`src/rtl/pe_array_sequencer_pkg.sv`:
```
// Shared constants, state codes and sizing helpers for the PE array sequencer.
package pe_array_sequencer_pkg;

    localparam int unsigned DEF_N_VISIBLE = 784;
    localparam int unsigned DEF_N_HIDDEN  = 500;
    localparam int unsigned DEF_PE_NUM    = 64;
    localparam int unsigned DEF_BW_K      = 4;

    // PE state_signal codes; idle and write-back must differ from both accumulate codes
    localparam logic [2:0] SEQ_IDLE = 3'd0;
    localparam logic [2:0] GEN_VH   = 3'd1;
    localparam logic [2:0] REC_HV   = 3'd2;
    localparam logic [2:0] SEQ_WB   = 3'd3;

    typedef enum logic {
        PH_GEN = 1'b0,
        PH_REC = 1'b1
    } phase_t;

    typedef enum logic [2:0] {
        ST_IDLE  = 3'd0,
        ST_ACC   = 3'd1,
        ST_DRAIN = 3'd2,
        ST_WB    = 3'd3,
        ST_DONE  = 3'd4
    } seq_state_t;

    function automatic int unsigned max_u(input int unsigned a, input int unsigned b);
        return (a > b) ? a : b;
    endfunction

    function automatic int unsigned ceil_div(input int unsigned a, input int unsigned b);
        return (a + b - 1) / b;
    endfunction

    // Counter width able to index 0..n-1, never narrower than one bit
    function automatic int unsigned bits_for(input int unsigned n);
        return (n <= 1) ? 1 : $clog2(n);
    endfunction

endpackage

```
`src/rtl/pe_array_sequencer_counter.sv`:
```
// Row/tile counter pair with terminal-count flags for the sequencer.
module seq_addr_counter #(
    parameter int unsigned BW_ROW  = 2,
    parameter int unsigned BW_TILE = 1
) (
    input  logic               clk,
    input  logic               rst,
    input  logic [BW_ROW-1:0]  row_max,
    input  logic [BW_TILE-1:0] tile_max,
    input  logic               row_clr,
    input  logic               row_inc,
    input  logic               tile_clr,
    input  logic               tile_inc,
    output logic [BW_ROW-1:0]  row,
    output logic [BW_TILE-1:0] tile,
    output logic               row_last_c,
    output logic               tile_last_c
);

    assign row_last_c  = (row == row_max);
    assign tile_last_c = (tile == tile_max);

    // Row index; holds at its terminal value instead of wrapping
    always_ff @(posedge clk or negedge rst) begin
        if (!rst) begin
            row <= '0;
        end else if (row_clr) begin
            row <= '0;
        end else if (row_inc && !row_last_c) begin
            row <= row + BW_ROW'(1);
        end
    end

    // Tile index; holds at its terminal value instead of wrapping
    always_ff @(posedge clk or negedge rst) begin
        if (!rst) begin
            tile <= '0;
        end else if (tile_clr) begin
            tile <= '0;
        end else if (tile_inc && !tile_last_c) begin
            tile <= tile + BW_TILE'(1);
        end
    end

endmodule

```
`src/rtl/pe_array_sequencer.sv`:
```
// Gibbs GEN/REC sequencer: tiles outputs over the PE array, streams source rows, strobes write-back.
module pe_array_sequencer
    import pe_array_sequencer_pkg::*;
#(
    parameter int unsigned N_VISIBLE = DEF_N_VISIBLE,
    parameter int unsigned N_HIDDEN  = DEF_N_HIDDEN,
    parameter int unsigned PE_NUM    = DEF_PE_NUM,
    parameter int unsigned BW_K      = DEF_BW_K,
    localparam int unsigned TILES_H  = ceil_div(N_HIDDEN, PE_NUM),
    localparam int unsigned TILES_V  = ceil_div(N_VISIBLE, PE_NUM),
    localparam int unsigned BW_ROW   = bits_for(max_u(N_VISIBLE, N_HIDDEN)),
    localparam int unsigned BW_TILE  = bits_for(max_u(TILES_H, TILES_V))
) (
    input  logic               clk,
    input  logic               rst,
    input  logic               start,
    input  logic [BW_K-1:0]    k_steps,
    output logic               busy,
    output logic               done,
    output logic [2:0]         state_signal,
    output logic               pe_en,
    output logic [BW_ROW-1:0]  src_addr,
    output logic               src_sel,
    input  logic               src_bit,
    output logic [BW_ROW-1:0]  w_row,
    output logic [BW_TILE-1:0] w_tile,
    output logic               wb_we,
    output logic [BW_TILE-1:0] wb_tile,
    output logic               wb_last
);

    seq_state_t         state_q, state_d;
    phase_t             phase_q, phase_d;
    logic [BW_K-1:0]    kcnt_q, kcnt_d;
    logic               acc_q;

    logic [BW_ROW-1:0]  row, row_max;
    logic [BW_TILE-1:0] tile, tile_max;
    logic               row_last_c, tile_last_c;
    logic               row_clr, row_inc, tile_clr, tile_inc;

    logic               busy_d, done_d, wb_we_d, wb_last_d;
    logic [2:0]         state_signal_d;

    // Source rows and output tiles both depend on the current phase
    assign row_max  = (phase_q == PH_REC) ? BW_ROW'(N_HIDDEN - 1)  : BW_ROW'(N_VISIBLE - 1);
    assign tile_max = (phase_q == PH_REC) ? BW_TILE'(TILES_V - 1)  : BW_TILE'(TILES_H - 1);

    seq_addr_counter #(
        .BW_ROW  (BW_ROW),
        .BW_TILE (BW_TILE)
    ) u_cnt (
        .clk         (clk),
        .rst         (rst),
        .row_max     (row_max),
        .tile_max    (tile_max),
        .row_clr     (row_clr),
        .row_inc     (row_inc),
        .tile_clr    (tile_clr),
        .tile_inc    (tile_inc),
        .row         (row),
        .tile        (tile),
        .row_last_c  (row_last_c),
        .tile_last_c (tile_last_c)
    );

    assign src_addr = row;
    assign w_row    = row;
    assign w_tile   = tile;
    assign wb_tile  = tile;
    assign src_sel  = 1'(phase_q);

    // Source bit and weights arrive one cycle after the row is issued; gate en with the delayed flag
    assign pe_en = acc_q & src_bit;

    // Next-state, counter control and next registered outputs
    always_comb begin
        state_d  = state_q;
        phase_d  = phase_q;
        kcnt_d   = kcnt_q;
        row_clr  = 1'b0;
        row_inc  = 1'b0;
        tile_clr = 1'b0;
        tile_inc = 1'b0;

        case (state_q)
            ST_IDLE: begin
                if (start) begin
                    kcnt_d   = k_steps;
                    phase_d  = PH_GEN;
                    row_clr  = 1'b1;
                    tile_clr = 1'b1;
                    state_d  = (k_steps != '0) ? ST_ACC : ST_DONE;
                end
            end
            ST_ACC: begin
                if (row_last_c) begin
                    state_d = ST_DRAIN;
                end else begin
                    row_inc = 1'b1;
                end
            end
            ST_DRAIN: begin
                state_d = ST_WB;
            end
            ST_WB: begin
                row_clr = 1'b1;
                state_d = ST_ACC;
                if (!tile_last_c) begin
                    tile_inc = 1'b1;
                end else begin
                    tile_clr = 1'b1;
                    if (phase_q == PH_GEN) begin
                        phase_d = PH_REC;
                    end else begin
                        kcnt_d = kcnt_q - BW_K'(1);
                        if (kcnt_q == BW_K'(1)) begin
                            state_d = ST_DONE;
                        end else begin
                            phase_d = PH_GEN;
                        end
                    end
                end
            end
            ST_DONE: begin
                state_d = ST_IDLE;
            end
            default: begin
                state_d = ST_IDLE;
            end
        endcase

        busy_d    = (state_d != ST_IDLE);
        done_d    = (state_d == ST_DONE);
        wb_we_d   = (state_d == ST_WB);
        wb_last_d = (state_d == ST_WB) && tile_last_c;

        case (state_d)
            ST_ACC, ST_DRAIN: state_signal_d = (phase_d == PH_REC) ? REC_HV : GEN_VH;
            ST_WB:            state_signal_d = SEQ_WB;
            default:          state_signal_d = SEQ_IDLE;
        endcase
    end

    // State, phase, step count, alignment flag and registered outputs
    always_ff @(posedge clk or negedge rst) begin
        if (!rst) begin
            state_q      <= ST_IDLE;
            phase_q      <= PH_GEN;
            kcnt_q       <= '0;
            acc_q        <= 1'b0;
            busy         <= 1'b0;
            done         <= 1'b0;
            wb_we        <= 1'b0;
            wb_last      <= 1'b0;
            state_signal <= SEQ_IDLE;
        end else begin
            state_q      <= state_d;
            phase_q      <= phase_d;
            kcnt_q       <= kcnt_d;
            acc_q        <= (state_q == ST_ACC);
            busy         <= busy_d;
            done         <= done_d;
            wb_we        <= wb_we_d;
            wb_last      <= wb_last_d;
            state_signal <= state_signal_d;
        end
    end

endmodule

```
`config.mk`:
```
export PLATFORM = sky130hd
export DESIGN_NAME = pe_array_sequencer
export DESIGN_NICKNAME = d
export VERILOG_FILES = /design/src/rtl/pe_array_sequencer_pkg.sv /design/src/rtl/pe_array_sequencer_counter.sv /design/src/rtl/pe_array_sequencer.sv
export SDC_FILE = /design/constraint.sdc
export NUM_CORES = 1
export LEC_CHECK = 0
export ABC_AREA = 1
export CAP_MARGIN = 20
export CELL_PAD_IN_SITES_DETAIL_PLACEMENT = 1
export CELL_PAD_IN_SITES_GLOBAL_PLACEMENT = 1
export CORE_MARGIN = 2
export CORE_UTILIZATION = 35
export DETAILED_ROUTE_END_ITERATION = 7
export PLACE_DENSITY_LB_ADDON = 0.1
export SKIP_CTS_REPAIR_TIMING = 1
export SLEW_MARGIN = 15
export SYNTH_ARGS = -nofsm -noshare
export SYNTH_HDL_FRONTEND = slang
export SYNTH_SLANG_ARGS = --single-unit
```
`constraint.sdc`:
```
create_clock -name clk -period 1.9 [get_ports clk]
set_input_delay 0.475 -clock clk [delete_from_list [all_inputs] [get_ports clk]]
set_output_delay 0.475 -clock clk [all_outputs]
set_load 0.05 [all_outputs]
```
**After elaboration in Yosys (flattened, before gate mapping)**

Index checks and enable logic that the tools add are counted.

- Bits in registers: 30
- Input port bits: 8
- Output and inout port bits: 37
- Logic and storage cells: 73

- $add $sub $neg: 3
- Equal/unequal tests: 13
- Mux-type cells: 32
- Bitwise gates (word level): 1
- Reduce and logical (&&, ||, !) cells: 13

Operator list:

| cell | number |
|---|---|
| two-way mux 10 bit | 3 |
| two-way mux 4 bit | 6 |
| two-way mux 3 bit | 6 |
| equality test 3 x 2 -> 1 bit, second input constant | 4 |
| one-hot mux 3 bit (4 select lines) | 1 |
| adder 10 x 1 -> 10 bit, second input constant | 1 |
| equality test 10 bit | 1 |
| two-way mux 1 bit | 10 |
| one-hot mux 4 bit (2 select lines) | 1 |
| equality test 3 x 1 -> 1 bit, second input constant | 2 |
| != test 2 bit, second input constant | 3 |
| one-hot mux 1 bit (2 select lines) | 3 |
| nonzero test 2 bit | 3 |
| adder 4 x 1 -> 4 bit, second input constant | 1 |
| equality test 4 x 1 -> 1 bit, second input constant | 1 |
| equality test 4 bit | 1 |
| one-hot mux 2 bit (2 select lines) | 1 |
| AND reduction 4 bit | 1 |
| nonzero test 4 bit | 1 |
| subtractor 4 x 1 -> 4 bit, second input constant | 1 |
| equality test 3 bit, second input constant | 1 |
| logical AND 1 bit | 3 |
| zero test 3 bit | 1 |
| nonzero test 3 bit | 1 |
| 4 further kinds | 5 |

**Longest topological paths before layout**

Gate-level depths: netlist of run 1.

- Depth after elaboration: 8
- Mapped depth: 11

**By module**

Synthesis of run 1 repeated with hierarchy kept, for this count alone.

- Cell total of the unflattened synthesis: 293
- Area, all modules: 2049.5 sq um

By module, submodules not included:

| module | instances | cells an instance | area an instance (sq um) | seq. area each (sq um) |
|---|---|---|---|---|
| seq_addr_counter | 1 | 180 | 1161.1 | 350.3 |
| pe_array_sequencer | 1 | 113 | 888.4 | 375.4 |

**Least setup slack after synthesis of run 1**

No wires, ideal clock.

- Path kind: reg-to-reg
- Start: register u_cnt.row[0]
- End: register u_cnt.row[8]
- Arrival time: 1.517 ns
- Required time: 1.772 ns
- Path slack: 0.256 ns
- Cell stages (with the launch flop): 8
- Buffers on the path: 0
- Clock period less this slack: 1.644 ns
- Cell sequence: dfrtp_1 -> ha_1 -> inv_1 -> nor2_1 -> nand2_1 -> xor2_1 -> nand3_1 -> o21ai_0

- Cells in the longest elaborated chain, start to end: 5
- Elaborated cells on any way between the ends: 9
- Classes of those cells: 1 x add/sub; 1 x eq/ne; 4 x mux; 3 x reduce/logical

RTL lines:

| item | RTL line | text |
|---|---|---|
| from (decl) | pe_array_sequencer_counter.sv:14 | `output logic [BW_ROW-1:0] row,` |
| from (signal assigned) | pe_array_sequencer_counter.sv:30 | `row <= row + BW_ROW'(1);` |
| parallel branches: the longest is 5 deep, another holds adder 10 x 1 -> 10 bit | - |  |

Parallel ways; which one is timed is not known. The select of a mux whose other input is x is not followed.
A chain may end at the register's enable or synchronous reset.

**Worst setup path after layout of run 1**

- Start: input src_bit
- End: output pe_en

- Cells in the longest elaborated chain, start to end: 1

RTL lines:

| item | RTL line | text |
|---|---|---|
| from (decl) | pe_array_sequencer.sv:24 | `input logic src_bit,` |
| bitwise AND 1 bit | pe_array_sequencer.sv:74 | `assign pe_en = acc_q & src_bit;` |
| to (decl) | pe_array_sequencer.sv:21 | `output logic pe_en,` |

No other way between the ends.

==> results.yml, run 1 <==
logic_synthesis:
  ys_seq_area_share_pct: 42.0
  synth-seq-cells: 29
  synth.cell_area_sq_um: 1730
  yosysWarnings: 0
  syn_avg_cell_area_sq_um: 7.93
  synth.distinct_cells: 28
  netlist_instances: 218
  synth_nets: 230
  synth_top_family_by_area: "simple AND/OR/NAND/NOR gates"
  synthAdderAreaFrac_pct: 2.90
  synth.area.mux_share_pct: 0
  synth_compound_area_share_pct: 10.3
  synthXorXnorAreaFrac_pct: 3.55
  synthSimpleGateAreaFrac_pct: 27.0
critical_path:
  crit_required_ns: 1.42
  critical_path.reg2reg.startpoint: "kcnt_q[1]"
  crit_path_end_kind: "output pin"
  start_kind: "primary input"
  r2r-end: "state_signal[0]"
  cp.arrival_ns: 1.21
  r2r_slack_ns: 0.36
  crit_fanout: 1
  ff2ff_path_depth: 9
  crit_type: "in -> out"
clock_network:
  cts_buffer_depth: 2
  clk_pin_slew_ns: 0.07
  clk_latency_ns: 0.28
  cts_sinks: 29
  htreeDepth: 2
  tritoncts: "built"
  clock-root-buffer: "clkbuf_8"
  cts_buffers: 5
placement:
  dp_slack_ns: 0.0349
  place_hpwl_um: 3120
  gp_congestion: 0.793
  port_buffers: 43
grt:
  overflow: 0
  grt_pass1_vias: 1417
  grtUsageTotal_pct: 16.1
  antenna_found_initial: 0
  grt_pass1_wl_um: 6710
  grt_max_degree: 30
min_path:
  hp-start: "state_q[2]"
  hp-class: "reg -> reg"
  whs_path_depth: 1
  hold_end: "wb_we"
sta:
  fin_setup_tns_ns: 0
  slew_violations: 0
  hold_violations: 0
  fin_crit_sh_pct: 88.6
  final.setup_skew_ns: 0.00762
  fmax_ghz: 0.594
  min_period_ns: 1.68
  fin_ws_ns: 0.217
  setup_violations: 0
  rsz0062_at_grt: "no"
drt:
  postRouteAntennaNets: 0
  wl_met1_um: 2140
  routed_wl_um: 3960
  dr_wl_met2_um: 1610
  route.met3.wl_um: 198
  vias_per_cell: 4.57
  post_drt_wl_per_cell_um: 12.3
  drc: 0
  routed.top_layer: "met4"
  drtIter0Drc: 38
  vias: 1470
  drtPass1Iterations: 4
floorplan:
  core_area_sq_um: 4750
  fp-row-count: 25
  ioPinCount: 45
  initial_core_util_pct: 36.3
  die_width_um: 74.3
  die_area_sq_um: 5510
  die_y_um: 74.3
pwr:
  powerDensity_nw_per_um2: 1400
  ir_drop_uv: 990
  leakagePower_nw: 1.08
layout:
  final_common_cell: "nand2_1"
  finalCoreUtilization_pct: 46.4
  nets: 266
  syn2layout_area_growth_pct: 27.6
  num-fill-cells: 608
  mostFrequentLayoutCells: "nand2_1, buf_4, dfrtp_1, inv_1, nor2_1"
  diodes: 0
  drive_gt1_share_pct: 25.9
flow_run:
  cap_violations: 0
outcome:
  outcome: "complete, no violations"
[power by group]
part | internal, mW | switching (mW) | total, mW
Clock | 0.426 | 0.241 | 0.667
Sequential | 0.756 | 0.163 | 0.919
Combinational | 0.483 | 1.02 | 1.50
[synthesized netlist by cell type]
cell type	instances	share of area (%)
nand3_4	1	1.0
nor2_1	21	4.6
nand3_2	2	1.2
xnor2_1	1	0.51
nand2_1	43	9.3
a211oi_1	1	0.43
nand2_2	6	2.2
nand2_4	1	0.65
o21a_1	1	0.43
dfrtp_1	29	42
nand4_1	2	0.72
nor3_1	5	1.4
buf_4	17	7.4
a21oi_1	5	1.4
o21ai_2	2	1.0
inv_1	26	5.6
nor2_2	1	0.36
conb_1	1	0.22
nand3_1	14	4.1
inv_4	1	0.36
nor4_1	1	0.36
nor3_2	2	1.2
ha_1	4	2.9
o21bai_1	4	1.7
o21ai_1	2	0.58
o21ai_0	16	4.6
inv_2	3	0.65
xor2_1	6	3.0
[how the worst max path moves through the flow]
stage | startpoint | endpoint | cells past startpoint
after floorplan | u_cnt.row[0] | u_cnt.row[8] | 7
after global placement | start | u_cnt.row[4] | 7
after detailed placement | start | u_cnt.row[4] | 7
after CTS | src_bit | pe_en | 4
after global routing | start | u_cnt.row[4] | 7
final | src_bit | pe_en | 4
[worst max-delay path, stage by stage]
cell,delay [ns]
clkdlybuf4s50_1,0.46
nand2_1,0.05
inv_1,0.09
buf_12,0.14
[logic make-up (layout without fill, tap and decap cells)]
kind of cell / after synthesis / count (layout)
buf+inv: 47 / 84
xor+xnor: 7 / 7
compound gates: 31 / 31
fa+ha+maj: 4 / 4
simple gates: 99 / 99
flops: 29 / 29
other cells: 1 / 1
[sequential cells by signal, summed over array words and instances, names as in the netlist]
signal / count
u_cnt.row: 10
kcnt_q: 4
u_cnt.tile: 4
state_q: 3
state_signal: 2
acc_q: 1
busy: 1
done: 1
src_sel: 1
wb_last: 1
wb_we: 1
[area by class of cell]
cell class	count	area [sq um]	share of cell area (%)
inverters	30	115	5.22
multi-input cells	142	759	34.4
repair buffers	46	400	18.2
clock buffers	6	82.6	3.75
flip-flops and latches	29	726	32.9
well taps	67	83.8	3.80
clock inverters	2	37.5	1.70
[stage by stage]
step / cell area (sq um) / cells / hold slack (ns) / power (mW)
4_1_cts: 2200 / 322 / 0.486 / 3.12
6_report: 2200 / 322 / 0.484 / 3.09
2_1_floorplan: 1730 / 218 / 0.179 / 2.02
3_3_place_gp: 2080 / 314 / 0.474 / 2.43
3_5_place_dp: 2080 / 314 / 0.477 / 2.44
5_1_grt: 2200 / 322 / 0.504 / 3.28
[metal layers]
metal / GRT usage, % / up-vias
met5: 0 / -
met4: 4.17 / 0
met3: 4.47 / 2
met2: 22.3 / 40
met1: 24.6 / 681
li1: - / 747
No activity file was read; power rests on OpenSTA's default activity.
==> inputs of run 2 (changes only) <==
--- a/config.mk
+++ b/config.mk
@@ -12,6 +12,8 @@
 export CORE_MARGIN = 2
 export CORE_UTILIZATION = 35
 export DETAILED_ROUTE_END_ITERATION = 7
+export GPL_ROUTABILITY_DRIVEN = 0
+export GPL_TIMING_DRIVEN = 0
 export PLACE_DENSITY_LB_ADDON = 0.1
 export SKIP_CTS_REPAIR_TIMING = 1
 export SLEW_MARGIN = 15
==> run 2 against run 1 <==
Non-clock buffer count grew 14. Sequential power grew 0.7%. Final area grew 9.1%. Maximum frequency shrank 7.7%. Via count grew 4.7%. Die area is the same. Global-route usage grew 1.2 points. Critical path depth shrank 2. Critical endpoint is now w_row[0].
==> results.yml, run 2 (synthesized netlist as in run 1, its figures left out) <==
layout:
  mostFrequentLayoutCells: "nand2_1, dlymetal6s2s_1, dfrtp_1, inv_1, nor2_1"
  final_common_cell: "nand2_1"
  syn2layout_area_growth_pct: 39.2
  top_register: "u_cnt.row"
  top_regs: "u_cnt.row (10), kcnt_q (4), u_cnt.tile (4)"
  drive_gt1_share_pct: 16.4
  design_area_sq_um: 2410
  largest_reg_flops: 10
  num-fill-cells: 600
  diodes: 0
  nets: 280
clock_network:
  htreeDepth: 2
  cts_buffer_depth: 2
  cts_sinks: 29
  tritoncts: "built"
  clock-root-buffer: "clkbuf_8"
  clk_pin_slew_ns: 0.07
  cts_buffers: 5
  clk_latency_ns: 0.28
floorplan:
  die_width_um: 74.3
  initial_core_util_pct: 36.3
  ioPinCount: 45
  core_area_sq_um: 4750
  die_y_um: 74.3
  fp-row-count: 25
  die_area_sq_um: 5510
drt:
  drtIter0Drc: 55
  vias: 1539
  drtPass1Iterations: 4
  routed_wl_um: 4490
  vias_per_cell: 4.59
  postRouteAntennaNets: 0
  post_drt_wl_per_cell_um: 13.4
  drc: 0
sta:
  fin_crit_sh_pct: 95.9
  slew_violations: 0
  tightest_slew_ns: 0.685
  fin_ws_ns: 0.0771
  fmax_ghz: 0.549
  rsz0062_at_grt: "no"
  slew_headroom_pct: 54.3
  min_period_ns: 1.82
  final.setup_skew_ns: 0.00473
  setup_violations: 0
  hold_violations: 0
pwr:
  pwr-share-comb_pct: 51.9
  pwr-share-seq_pct: 30.7
  power_switching_mw: 1.44
  leakagePower_nw: 1.59
  powerDensity_nw_per_um2: 1250
  p_clk_share_pct: 17.4
  p_int_mw: 1.58
  p_sw_share_pct: 47.7
  ir_drop_uv: 1070
critical_path:
  crit_type: "reg -> out"
  cp.arrival_ns: 1.35
  crit_fanout: 8
  cpLargestDelayFamily: "buffers and inverters"
  crit_path_end_kind: "output pin"
  crit_required_ns: 1.42
  cpMaxStageDelayCell: "dfrtp_1"
  cp_cell_sequence: "buf_4, dlymetal6s2s_1"
  start_kind: "flip-flop"
  critPathBufInv: 2
  worst_path_largest_cell_delay_ns: 0.50
grt:
  use_met3_pct: 3.66
  overflow: 0
  grt_pass1_vias: 1496
  use_met1_pct: 24.7
  grt_pass1_wl_um: 7180
  grt.busiest_layer: "met2"
  grt_max_degree: 30
  antenna_found_initial: 0
  grtUsageTotal_pct: 17.3
  grt_use_met2_pct: 25.6
placement:
  dp_slack_ns: -0.377
  dpl_cell_area_sq_um: 2240
  port_buffers: 43
  place_hpwl_um: 3160
flow_run:
  cap_violations: 0
min_path:
  hp-class: "in -> async"
outcome:
  outcome: "complete, no violations"
[run 2: through the flow]
stage               power [mW]  setup TNS [ns]  utilization (%)  std cells  hold WS [ns]
global route              3.20               0             50.6        335         0.276
CTS                       3.06           -5.43             48.9        335         0.253
global placement          2.49           -7.20             47.2        328         0.488
floorplan                 2.02               0                -        218         0.179
detailed placement        2.52          -0.831             47.1        328         0.508
finish                    3.01               0             50.6        335         0.229
[run 2: cell type report]
cell class	instances	area, sq um	share of cell area, %
clock buffers	7	86.3	3.59
plain buffers	17	128	5.30
well taps	67	83.8	3.48
repair buffers	43	508	21.1
flip-flops and latches	29	726	30.2
inverters	30	115	4.78
multi-input cells	142	759	31.6
[run 2: power groups by stage]
stage               logic (mW)  registers [mW]  clock network [mW]
floorplan                0.811            1.21                   0
global placement          1.56           0.929                   0
detailed placement        1.58           0.938                   0
CTS                       1.60           0.927               0.538
global route              1.68           0.950               0.564
finish                    1.56           0.925               0.525
[run 2: path summary, 6_finish.rpt]
path | slack [ns] | depth (start not counted) | to | start
min | 0.23 | 1 | u_cnt.row[3] | rst
max in group asynchronous | 1.22 | 1 | wb_last | rst
max | 0.08 | 2 | w_row[0] | u_cnt.row[0]
max reg2reg | 0.30 | 9 | state_signal[0] | kcnt_q[1]
min reg2reg | 0.50 | 1 | wb_we | state_q[2]
min in group clk | 0.50 | 1 | wb_we | state_q[2]
[run 2: per-layer routing]
layer	vias up	wire (um)	share of wire, %
met3	6	166	3.7
met2	37	1920	43
li1	775	-	-
met5	-	0	0
met4	0	72	1.6
met1	721	2340	52
